File: src/rtl/dpsram_port_arb_if.sv
// Requester-side bus of the SRAM port arbiter: per-requester request fields
// packed side by side, plus the shared grant/read-return signals.
interface dpsram_port_arb_if #(
  parameter int NREQ = 3,
  parameter int DW   = 32,
  parameter int AW   = 10
) ();
  logic [NREQ-1:0]    req;
  logic [NREQ-1:0]    lock;
  logic [NREQ-1:0]    we;
  logic [NREQ*AW-1:0] addr;
  logic [NREQ*DW-1:0] wdata;
  logic [NREQ-1:0]    gnt;
  logic [NREQ-1:0]    rvalid;
  logic [DW-1:0]      rdata;

  modport master (
    output req, lock, we, addr, wdata,
    input  gnt, rvalid, rdata
  );

  modport slave (
    input  req, lock, we, addr, wdata,
    output gnt, rvalid, rdata
  );
endinterface

File: src/rtl/dpsram_port_arb.sv
// Round-robin arbiter sharing one synchronous SRAM port between NREQ requesters,
// with bounded lock bursts and one-cycle registered read return.
//
// state  | meaning
// IDLE   | no burst in progress; round-robin scan from ptr each cycle
// LOCKED | owner holds the port for up to MAXLOCK consecutive grants
module dpsram_port_arb #(
  parameter int NREQ    = 3,
  parameter int DW      = 32,
  parameter int AW      = 10,
  parameter int MAXLOCK = 4
) (
  input  logic                clk,
  input  logic                n_reset,
  dpsram_port_arb_if.slave    bus,
  output logic                n_cs,
  output logic                n_we,
  output logic                n_oe,
  output logic [AW-1:0]       ad,
  output logic [DW-1:0]       di,
  input  logic [DW-1:0]       ram_do
);

  localparam int PW = (NREQ > 1) ? $clog2(NREQ) : 1;
  localparam logic [3:0]    MAXLOCK_C = 4'(MAXLOCK);
  localparam logic [PW-1:0] LAST_IDX  = PW'(NREQ - 1);

  typedef enum logic {IDLE, LOCKED} state_t;

  state_t          state, state_nxt;
  logic [PW-1:0]   ptr, ptr_nxt;
  logic [PW-1:0]   owner, owner_nxt;
  logic [3:0]      lock_cnt, lock_cnt_nxt;
  logic [NREQ-1:0] gnt_c;
  logic [NREQ-1:0] rvalid_q;
  logic [NREQ-1:0] skip;
  logic            do_arb;
  logic            found;
  logic [PW-1:0]   win;
  int unsigned     idx;

  always_ff @(posedge clk) begin
    if (!n_reset) begin
      state    <= IDLE;
      ptr      <= '0;
      owner    <= '0;
      lock_cnt <= '0;
      rvalid_q <= '0;
    end else begin
      state    <= state_nxt;
      ptr      <= ptr_nxt;
      owner    <= owner_nxt;
      lock_cnt <= lock_cnt_nxt;
      rvalid_q <= gnt_c & ~bus.we;
    end
  end

  always_comb begin
    state_nxt    = state;
    ptr_nxt      = ptr;
    owner_nxt    = owner;
    lock_cnt_nxt = lock_cnt;
    gnt_c        = '0;
    skip         = '0;
    do_arb       = 1'b0;
    found        = 1'b0;
    win          = '0;
    idx          = 0;

    if (state == LOCKED) begin
      if (bus.req[owner] && bus.lock[owner] && (lock_cnt < MAXLOCK_C)) begin
        gnt_c[owner] = 1'b1;
        lock_cnt_nxt = lock_cnt + 4'd1;
      end else begin
        do_arb       = 1'b1;
        state_nxt    = IDLE;
        lock_cnt_nxt = '0;
        // Burst exhausted: give everyone else a turn before the owner.
        if (bus.req[owner] && bus.lock[owner]) begin
          skip[owner] = 1'b1;
        end
      end
    end else begin
      do_arb = 1'b1;
    end

    if (do_arb) begin
      for (int k = 0; k < NREQ; k++) begin
        idx = int'(ptr) + k;
        if (idx >= NREQ) begin
          idx = idx - NREQ;
        end
        if (!found && bus.req[idx] && !skip[idx]) begin
          found = 1'b1;
          win   = PW'(idx);
        end
      end
      // Owner was the only requester: it starts a fresh burst.
      if (!found && (|skip)) begin
        found = 1'b1;
        win   = owner;
      end
      if (found) begin
        gnt_c[win] = 1'b1;
        ptr_nxt    = (win == LAST_IDX) ? '0 : win + PW'(1);
        if (bus.lock[win] && (MAXLOCK > 1)) begin
          state_nxt    = LOCKED;
          owner_nxt    = win;
          lock_cnt_nxt = 4'd1;
        end
      end
    end

    if (!n_reset) begin
      gnt_c = '0;
    end
  end

  always_comb begin
    n_cs = 1'b1;
    n_we = 1'b1;
    n_oe = 1'b1;
    ad   = '0;
    di   = '0;
    for (int i = 0; i < NREQ; i++) begin
      if (gnt_c[i]) begin
        n_cs = 1'b0;
        n_we = ~bus.we[i];
        n_oe = 1'b0;
        ad   = bus.addr[i*AW +: AW];
        di   = bus.wdata[i*DW +: DW];
      end
    end
  end

  assign bus.gnt    = gnt_c;
  assign bus.rvalid = rvalid_q;
  assign bus.rdata  = ram_do;

endmodule

File: src/flat_wrapper.sv
// flat-port wrapper written by rule: the top's interface ports become plain ports
module dpsram_port_arb_flat 
#(
  parameter int NREQ    = 3,
  parameter int DW      = 32,
  parameter int AW      = 10,
  parameter int MAXLOCK = 4
)
  (clk, n_reset, n_cs, n_we, n_oe, ad, di, ram_do, bus_req, bus_lock, bus_we, bus_addr, bus_wdata, bus_gnt, bus_rvalid, bus_rdata);
  dpsram_port_arb_if #(.NREQ(NREQ), .DW(DW), .AW(AW)) bus_i ();
  input  logic clk;
  input  logic n_reset;
  output logic n_cs;
  output logic n_we;
  output logic n_oe;
  output logic [AW-1:0] ad;
  output logic [DW-1:0] di;
  input  logic [DW-1:0] ram_do;
  input wire logic [$bits(bus_i.req)-1:0] bus_req;
  input wire logic [$bits(bus_i.lock)-1:0] bus_lock;
  input wire logic [$bits(bus_i.we)-1:0] bus_we;
  input wire logic [$bits(bus_i.addr)-1:0] bus_addr;
  input wire logic [$bits(bus_i.wdata)-1:0] bus_wdata;
  output wire logic [$bits(bus_i.gnt)-1:0] bus_gnt;
  output wire logic [$bits(bus_i.rvalid)-1:0] bus_rvalid;
  output wire logic [$bits(bus_i.rdata)-1:0] bus_rdata;
  assign bus_i.req = bus_req;
  assign bus_i.lock = bus_lock;
  assign bus_i.we = bus_we;
  assign bus_i.addr = bus_addr;
  assign bus_i.wdata = bus_wdata;
  assign bus_gnt = bus_i.gnt;
  assign bus_rvalid = bus_i.rvalid;
  assign bus_rdata = bus_i.rdata;
  dpsram_port_arb #(.NREQ(NREQ), .DW(DW), .AW(AW), .MAXLOCK(MAXLOCK)) u_core (.clk(clk), .n_reset(n_reset), .bus(bus_i), .n_cs(n_cs), .n_we(n_we), .n_oe(n_oe), .ad(ad), .di(di), .ram_do(ram_do));
endmodule
File: config.mk
export PLATFORM = sky130hd
export DESIGN_NAME = dpsram_port_arb_flat
export DESIGN_NICKNAME = d
export VERILOG_FILES = /design/src/rtl/dpsram_port_arb_if.sv /design/src/rtl/dpsram_port_arb.sv /design/src/flat_wrapper.sv
export SDC_FILE = /design/constraint.sdc
export NUM_CORES = 1
export LEC_CHECK = 0
export CAP_MARGIN = 0
export CORE_AREA = 2 2 96 98
export DETAILED_ROUTE_END_ITERATION = 8
export DIE_AREA = 0 0 98 100
export MAX_ROUTING_LAYER = met4
export PLACE_DENSITY = 0.77
export SETUP_SLACK_MARGIN = 0.4
export SYNTH_ARGS = -nofsm -noshare
export SYNTH_HDL_FRONTEND = slang
export SYNTH_SLANG_ARGS = --single-unit
File: constraint.sdc
create_clock -name clk -period 3.8 [get_ports clk]
set_input_delay 0.95 -clock clk [delete_from_list [all_inputs] [get_ports clk]]
set_output_delay 0.95 -clock clk [all_outputs]
set_load 0.01 [all_outputs]
==> results of run 1 <==
-- cell type report --
type / instances / area [µm²]
fillers: 756 / 3630
inverters: 6 / 22.5
clock buffers: 3 / 41.3
multi-input cells: 239 / 2060
flip-flops and latches: 12 / 241
repair buffers: 273 / 2750
well taps: 111 / 139
-- layer usage --
layer	part of all wire [%]	GRT usage (%)	up-vias
met3	14	14.3	40
met2	45	39.3	194
met4	2.7	6.73	0
met5	0	-	-
li1	-	-	1558
met1	39	30.7	1580
-- registers in the layout, summed over array words and instances, names as in the netlist --
signal and count:
u_core.bus.rvalid 3, u_core.lock_cnt 4, u_core.owner 2, u_core.ptr 2
u_core.state 1
-- final timing paths --
path,end,depth (start not counted),startpoint,slack (ns)
worst min-delay path,u_core.lock_cnt[1],2,u_core.lock_cnt[1],0.47
worst min register to register,u_core.lock_cnt[1],2,u_core.lock_cnt[1],0.47
worst max register to register,u_core.owner[1],16,u_core.ptr[0],0.71
worst max-delay path,ad[3],13,bus_req[2],-0.51
-- kinds of logic (layout without fill, tap and decap cells) --
group | after synthesis | in the layout | synth area share [%]
and+or+nand+nor | 139 | 139 | 31.5
AOI/OAI and AO/OA | 88 | 88 | 31.1
buffers and inverters | 66 | 282 | 20.3
DFF | 12 | 12 | 11.1
muxes | 7 | 7 | 3.31
adders and majority gates | 3 | 3 | 1.74
xor gates and xnor gates | 2 | 2 | 0.813
-- stage by stage --
stage	setup TNS [ns]	utilization, %	hold slack, ns
6_report	-21.51	59.1	0.474
5_1_grt	-25.28	59.1	0.508
4_1_cts	-19.42	53.5	0.475
3_5_place_dp	-64.51	48.8	0.468
3_3_place_gp	-60.12	48.8	0.452
2_1_floorplan	-5.83	-	0.432
-- placed cells by master (no fill, tap or decap), drive strengths merged, types with 9 or more instances in the layout --
master / instances
buf: 138
clkdlybuf4s50: 132
nand2: 56
nand3: 45
a22oi: 42
nor2: 12
dfxtp: 12
o21ai: 9
-- repair_timing --
item,CTS,global route
buffers inserted,21,6
gates cloned,8,4
hold buffers,0,0
resized for setup,280,73
setup endpoints to repair,57,48
pin swaps,49,55
-- tightest hold or removal path, cell delays in order, from the launching register on --
cell and delay (ns):
dfxtp_1 0.31, nand2_1 0.05, o21ai_0 0.06
-- power by group through the flow --
stage	logic (mW)	clock network (mW)	registers, mW
2_1_floorplan	1.80	0	0.192
3_3_place_gp	3.30	0	0.200
3_5_place_dp	3.34	0	0.206
4_1_cts	4.12	0.123	0.202
5_1_grt	5.05	0.124	0.211
6_report	4.81	0.118	0.208
==> reports/metrics.yaml, run 1 <==
status: "finished, violations left"
violations: "negative setup slack"
grt_pass1_wl_mm: 19.1
placed_area_mm2: 0.00434
first_pass_iters: 4
n_antenna_cell: 0
synth_area_leaders: "a22oi_1 (15%), buf_4 (12%), dfxtp_1 (11%)"
clock_latency_ns: 0.25
finalHoldViolCount: 0
synth_common_cells: "nand2_1 (56), nand3_1 (45), a22oi_1 (42)"
synthArstFlopShare_pct: 0
cp-end-kind: "output port"
p_sw_mw: 2.30
cp_num_buf_inv: 5
path_max_fanout: 8
power_frac_comb_pct: 93.7
finalInstanceArea_mm2: 0.00526
worstMarginPinSlew_ns: 0.496
avgSynthCellArea_um2: 6.80
drc: 0
drive_above_1_share_pct: 46.5
cp_top_family: "compound AO/OA/AOI/OAI gates"
cts_tree: "done"
totalWireLength_mm: 14.3
p_leak_nw: 2.20
vias: 3372
internal-power_mw: 2.84
max_stage_delay_ns: 0.37
routabilityCongestion: 0.939
hold_path.class: "register to register"
io_buffer_count: 187
fin_nets: 707
fmax_mhz: 232
grt-ovfl-total: 0
htree_num_levels: 1
pin_count: 252
fp.dieArea_mm2: 0.00980
dp_hpwl_mm: 10.3
cpMostUsedCell: "buf_4"
synth_cell_type_count: 50
p_sw_share_pct: 44.7
numCtsBuffers: 3
critPathArrivalTime_ns: 3.36
yosysTopAreaCell: "a22oi_1"
synth_top_area_share_pct: 14.6
core_mm2: 0.00889
synth_flop_cell: "dfxtp_1"
fin_ws_ns: -0.514
power_frac_clock_pct: 2.3
numClockSinks: 12
seq_power_share_pct: 4.0
maxCapViolCount: 0
clock-root-buffer: "clkbuf_8"
start_kind: "input port"
place_inst: 602
final_cells: 644
p_per_area_mw_per_mm2: 977
dp_slack_ns: -1.42
path_clk_slew_ns: 0.05
skew_ns: 0.0100
fin_crit_ns: 4.31
slew_headroom_pct: 66.9
die_h_um: 100
ys_seq_elements: 12
area_growth_pct: 144
fin_crit_sh_pct: 114
synth_cells: 317
drtIter0Drc: 97
detail_route.vias_per_cell: 5.24
cp_cell_sequence: "buf_6, buf_4, mux2i_1, o21a_1, a21oi_4, a311o_1, a221o_1, o211a_4, buf_16, buf_4, a22oi_2, nand2_1, buf_2"
rows: 35
synth_nets: 489
p_total_mw: 5.14
cp_slowest_cell: "a221o_1"
wire_per_inst_um: 22.1
drv_slew: 0
yosysMostFrequentCell: "nand2_1"
seq_area_frac_synth_pct: 11.1
grt_pass1_vias: 3363
ant_nets: 0
initial_utilization_pct: 24.2
ys.warnings.count: 0
clockBufferDepth: 2
antenna_found_initial: 0
crit_type: "input port to output port"
syn_area_mm2: 0.00215
synth_edf_count: 0
grt_usage_pct: 26.2
rsz0062_at_grt: "true"
cp.required_ns: 2.85
ir_worst_vdd_v: 0.000451
report.final.setup_viol: 48
grt_max_degree: 33
dieWidth_um: 98
Power figures use the tool's default switching activity.
==> run 2, diff against run 1 <==
Settings changed: CORE_AREA 2 2 96 98 to unset, CORE_MARGIN set to 4, CORE_UTILIZATION set to 25, DIE_AREA 0 0 98 100 to unset, PLACE_DENSITY 0.77 to 0.78.
==> run 2 against run 1 <==
Against the previous run:
- the run still ends with negative setup slack left
- critical path depth up 4
- first-iteration DRC count up 110%
- setup slack worse by 0.084 ns
- sequential power about the same
- largest power group unchanged
- worst hold slack better by 0.0075 ns
- via count down 1.0%
- sequential share of layout area up 0.14 points
- combinational power down 2%
- largest cell class unchanged
- highest routed layer unchanged
- total power down 1.5%
- clock skew down 0.0094 ns
==> reports/metrics.yaml, run 2 (synthesis gave the netlist of run 1 again) <==
status: "finished, violations left"
violations: "negative setup slack"
io_buffer_count: 187  # unchanged
pin_count: 252  # unchanged
maxCapViolCount: 0  # unchanged
worstMarginPinSlew_ns: 0.335  # -0.161 ns
grt-ovfl-total: 0  # unchanged
core_mm2: 0.00830  # -6.6%
cp_cell_sequence: "buf_8, buf_6, a211oi_4, o21ba_4, o21ai_2, a311o_1, a221o_1, buf_6, buf_6, o21ai_4, buf_6, buf_6, buf_12, buf_16, nand3_2, nand2_2, buf_6"
power_frac_clock_pct: 2.9  # +0.6 points
vias: 3338  # -1.0%
area_growth_pct: 138
tns_ns: -24.66  # -3.15 ns
ant_nets: 0  # unchanged
antenna_found_initial: 1  # +1
numClockSinks: 12  # unchanged
grt_usage_pct: 23.5  # -2.7 points
reg2reg_setup_slack_ns: 0.65  # -0.06 ns
largest_reg_flops: 4  # unchanged
dp_hpwl_mm: 8.81  # -15%
report.final.setup_viol: 48  # unchanged
hold_path.class: "register to register"
internal-power_mw: 2.89  # +1.7%
drive_above_1_share_pct: 42.9  # -3.7 points
p_sw_mw: 2.17  # -5.5%
numCtsBuffers: 3  # unchanged
p_per_area_mw_per_mm2: 987  # +1.0%
critPathArrivalTime_ns: 3.45  # +0.09 ns
crit_type: "input port to output port"
power_frac_comb_pct: 92.9  # -0.8 points
fin_nets: 712  # +0.71%
cp-end-kind: "output port"
cp_slowest_cell: "a221o_1"
initial_utilization_pct: 26.0  # +1.7 points
totalWireLength_mm: 12.5  # -12%
drtIter0Drc: 208  # +110%
finalHoldViolCount: 0  # unchanged
dieWidth_um: 101  # +2.9%
fin_crit_ns: 4.40  # +0.0839 ns
p_total_mw: 5.06  # -1.5%
max_stage_delay_ns: 0.36  # about the same
rows: 33  # -5.7%
cpMostUsedCell: "buf_6"
fp.dieArea_mm2: 0.0102  # +3.8%
htree_num_levels: 1  # unchanged
fin_crit_sh_pct: 116  # +2.2 points
routabilityCongestion: 0.920  # -2.1%
detail_route.vias_per_cell: 5.18  # -1.2%
seq_power_share_pct: 4.2  # +0.2 points
ir_worst_vdd_v: 0.000706  # +56%
regMostFlops: "u_core.lock_cnt"
wire_per_inst_um: 19.4  # -12%
placed_area_mm2: 0.00437  # +0.81%
clockBufferDepth: 2  # unchanged
die_h_um: 101  # +0.83%
skew_ns: 0.000609  # -0.00942 ns
final.fill_count: 689  # -8.9%
fin_ws_ns: -0.598  # -0.0839 ns
mostFrequentLayoutCell: "clkdlybuf4s50_1"
clock_latency_ns: 0.25  # about the same
drc: 0  # unchanged
p_sw_share_pct: 42.9  # -1.8 points
start_kind: "input port"
p_leak_nw: 2.22  # +0.74%
path_clk_slew_ns: 0.06  # about the same
clock-root-buffer: "clkbuf_8"
drv_slew: 0  # unchanged
first_pass_iters: 4  # unchanged
cts_tree: "done"
path_max_fanout: 7  # -1
finalInstanceArea_mm2: 0.00512  # -2.5%
cp.required_ns: 2.85  # about the same
rsz0062_at_grt: "true"
grt_pass1_wl_mm: 18.1  # -5.6%
mostFrequentLayoutCells: "clkdlybuf4s50_1 (132), buf_4 (55), nand2_1 (51), a22oi_2 (37)"
slew_headroom_pct: 77.6  # +11 points
fmax_mhz: 227  # -1.9%
grt_max_degree: 45  # +36%
grt_pass1_vias: 3463  # +3.0%
[run 2: cell types whose count changed in the layout (fill, tap and decap cells not counted), moves of 4 or more]
cell / before / now
nand3_4: 6 / 0
nand3_1: 23 / 36
buf_8: 1 / 6
buf_2: 32 / 36
nand3_2: 16 / 9
nand2_1: 46 / 51
[run 2: final cells by class]
cell class | count | area [µm²] | area share [%]
timing repair buffer | 278 | 2770 | 54.1
multi-input combinational | 239 | 1900 | 37.1
sequential | 12 | 243 | 4.74
tap | 105 | 131 | 2.56
clock buffer | 4 | 55.1 | 1.07
inverter | 6 | 22.5 | 0.439
antenna | 1 | 2.50 | 0.0488
[run 2: per-layer routing]
metal	GRT usage (%)	wire (µm)	up-vias
met5	-	0	-
met4	7.98	452	0
met1	27.1	4870	1594
li1	-	-	1564
met2	41.6	6470	147
met3	3.32	725	33
[run 2: per-stage QoR]
| step | hold WS, ns | setup WS [ns] | std cells | utilization (%) |
|---|---|---|---|---|
| after detailed placement | 0.470 | -1.37 | 600 | 52.7 |
| after floorplan | 0.432 | -0.192 | 317 | - |
| final | 0.481 | -0.598 | 645 | 61.8 |
| after CTS | 0.478 | -0.555 | 640 | 59.8 |
| after global routing | 0.517 | -0.694 | 645 | 61.8 |
| after global placement | 0.450 | -1.30 | 600 | 52.7 |
[run 2: what timing repair did]
| item | in CTS | in global routing |
|---|---|---|
| cloned | 8 | 1 |
| hold buffers | 0 | 0 |
| setup buffers | 28 | 3 |
| pin swaps | 63 | 17 |
| endpoints found under the setup margin | 56 | 48 |
| hold endpoints to repair | 0 | 0 |
| gates resized for setup | 304 | 23 |
[run 2: final timing paths]
kind                      start                    to  depth (start not counted)
max                  bus_req[2]                 ad[6]                         17
min          u_core.lock_cnt[1]    u_core.lock_cnt[1]                          2
max reg2reg       u_core.ptr[0]  u_core.bus.rvalid[0]                         15
min reg2reg  u_core.lock_cnt[1]    u_core.lock_cnt[1]                          2
[run 2: power by group through the flow]
stage / registers [mW] / logic (mW) / clock network (mW)
4_1_cts: 0.209 / 4.47 / 0.150
6_report: 0.211 / 4.70 / 0.147
3_3_place_gp: 0.205 / 3.25 / 0
3_5_place_dp: 0.207 / 3.29 / 0
2_1_floorplan: 0.192 / 1.80 / 0
5_1_grt: 0.216 / 4.97 / 0.156
[run 2: critical path, delay by kind of cell]
kind                   cells  cell delay (ns)
AO/OA/AOI/OAI              6             1.29
AND/OR/NAND/NOR            2             0.16
buffers and inverters      9             1.04
==> run 3, diff against run 2 <==
Settings changed: MAX_ROUTING_LAYER met4 to unset.
==> run 3 against run 2 <==
Against the previous run:
- the flow still finishes with violations (negative setup slack)
- sequential power is essentially flat
- non-clock buffer count grew 16
- cell area grew 3.7%
- largest cell class unchanged
==> reports/metrics.yaml, run 3 (synthesis gave the netlist of run 1 again) <==
status: "finished, violations left"
violations: "negative setup slack"
regMostFlops: "u_core.lock_cnt"
cts_tree: "done"
cp_slowest_cell: "a221o_1"
fin_nets: 728  # +2.2%
worstMarginPinSlew_ns: 0.517  # +0.183 ns
dp_hpwl_mm: 8.87  # +0.69%
grt_max_degree: 45  # unchanged
maxCapViolCount: 0  # unchanged
drive_above_1_share_pct: 45.1  # +2.3 points
worstHoldStart: "u_core.lock_cnt[1]"
final_cells: 659  # +2.2%
drc: 0  # unchanged
crit_type: "input port to output port"
drv_slew: 0  # unchanged
largest_reg_flops: 4  # unchanged
r2r_end: "u_core.owner[0]"
detail_route.vias_per_cell: 5.36  # +3.6%
numCtsBuffers: 3  # unchanged
path_max_fanout: 5  # -2
fin_crit_ns: 4.34  # -0.0584 ns
power_frac_clock_pct: 2.2  # -0.7 points
grt_usage_pct: 23.6  # +0.11 points
p_total_mw: 5.38  # +6.4%
clock_latency_ns: 0.25  # about the same
cp_num_buf_inv: 7  # -2
power_frac_comb_pct: 93.9  # +1.0 points
ir_worst_vdd_v: 0.000504  # -29%
grt-ovfl-total: 0  # unchanged
mostFrequentLayoutCells: "clkdlybuf4s50_1 (132), buf_4 (56), nand2_1 (53), buf_6 (49)"
dp_slack_ns: -1.38  # -0.00918 ns
vias: 3532  # +5.8%
htree_num_levels: 1  # unchanged
cp.required_ns: 2.85  # about the same
pin_count: 252  # unchanged
internal-power_mw: 3.11  # +7.8%
fmax_mhz: 230  # +1.3%
start_kind: "input port"
fp.dieArea_mm2: 0.0102  # unchanged
slew_headroom_pct: 65.5  # -12 points
grt_pass1_wl_mm: 18.6  # +3.0%
totalWireLength_mm: 13.6  # +8.2%
seq_power_share_pct: 3.9  # -0.3 points
numClockSinks: 12  # unchanged
skew_ns: 0.0114  # +0.0108 ns
p_per_area_mw_per_mm2: 1010  # +2.7%
max_stage_delay_ns: 0.39  # +0.03 ns
dieWidth_um: 101  # unchanged
postCtsHoldBufs: 0  # unchanged
clock-root-buffer: "clkbuf_8"
drtIter0Drc: 238  # +14%
final.fill_count: 659  # -4.4%
place_inst: 601  # +0.17%
grt_pass1_vias: 3603  # +4.0%
cp.depth: 15  # -2
p_sw_share_pct: 42.2  # -0.75 points
hold_path.class: "register to register"
mostFrequentLayoutCell: "clkdlybuf4s50_1"
whs_ns: 0.467  # -0.0143 ns
report.final.setup_viol: 51  # +6.3%
r2r_start: "u_core.ptr[0]"
finalHoldViolCount: 0  # unchanged
antenna_found_initial: 0  # -1
regArea_um2: 241  # -0.52%
n_antenna_cell: 0  # -1
wire_per_inst_um: 20.6  # +5.9%
fin_ws_ns: -0.540  # +0.0584 ns
routabilityCongestion: 0.968  # +5.3%
fin_crit_sh_pct: 114  # -1.5 points
path_clk_slew_ns: 0.06  # about the same
cp_cell_sequence: "buf_8, buf_4, nand3b_1, o21a_1, a21oi_2, buf_4, o21ai_0, a221o_1, o211a_4, buf_6, buf_6, buf_16, a22oi_2, nand2_1, buf_2"
cp-endpoint: "ad[7]"
rsz0062_at_grt: "true"
p_sw_mw: 2.27  # +4.6%
area_growth_pct: 147
multi_input_area_mm2: 0.00193  # +1.5%
reg2reg_setup_slack_ns: -0.39  # -1.04 ns
critPathArrivalTime_ns: 3.39  # -0.06 ns
ant_nets: 0  # unchanged
initial_utilization_pct: 26.0  # unchanged
cp-end-kind: "output port"
rows: 33  # unchanged
die_h_um: 101  # unchanged
cp_top_family: "compound AO/OA/AOI/OAI gates"
core_mm2: 0.00830  # unchanged
io_buffer_count: 187  # unchanged
startpoint: "bus_req[1]"
first_pass_iters: 6  # +2
p_leak_nw: 2.32  # +4.4%
r2r_cells: 30  # +15
clockBufferDepth: 2  # unchanged
run 3: changes by cell type in the layout (fill, tap and decap cells not counted), sizes merged:
cell	previous run	this run
buf	145	159
bufbuf	0	2
diode	1	0
clkbuf	5	4
run 3: routing by layer:
metal | part of all wire, % | track usage (%) | wire length [µm] | vias up
met5 | 0 | 0 | 0 | -
met4 | 5.6 | 12.1 | 765 | 0
met3 | 8.7 | 5.61 | 1180 | 59
met2 | 50 | 42.2 | 6820 | 217
met1 | 35 | 25.8 | 4790 | 1655
li1 | - | - | - | 1601
run 3: final cells by class:
type	count	share of cell area (%)
multi-input combinational	239	36.3
inverter	6	0.424
tap	105	2.47
timing repair buffer	294	55.5
clock buffer	3	0.777
sequential	12	4.55
run 3: power by group through the flow:
stage	clock network (mW)	registers, mW	logic, mW
after global routing	0.126	0.214	5.32
after CTS	0.118	0.204	4.38
after floorplan	0	0.192	1.80
after global placement	0	0.203	3.26
after detailed placement	0	0.205	3.31
final	0.121	0.210	5.05
run 3: worst reg2reg max path, delay by kind of cell (launching register included):
family,cells,cell delay [ns]
adders and majority gates,1,0.30
AOI/OAI and AO/OA,3,0.20
buffers and inverters,22,2.47
DFF,1,0.33
and+or+nand+nor,2,0.37
muxes,2,0.41
run 3: what timing repair did:
item | in CTS | in global routing
buffers inserted | 38 | 7
resized for setup | 284 | 68
pin swaps | 43 | 36
setup endpoints to repair | 56 | 53
cloned | 9 | 1
hold endpoints to repair | 0 | 0
run 3: worst min-delay path by stage:
stage                               to  cells past startpoint
CTS                 u_core.lock_cnt[1]                      2
finish              u_core.lock_cnt[1]                      2
global route        u_core.lock_cnt[1]                      2
global placement    u_core.lock_cnt[1]                      2
floorplan           u_core.lock_cnt[3]                      2
detailed placement  u_core.lock_cnt[1]                      2
run 3: metrics by stage:
step,util [%],cell area (µm²),setup TNS [ns]
floorplan,-,2340,-5.83
global placement,52.5,4360,-59.89
detailed placement,52.5,4360,-63.62
CTS,59.5,4940,-22.32
global route,64.0,5310,-27.30
finish,64.0,5310,-23.57
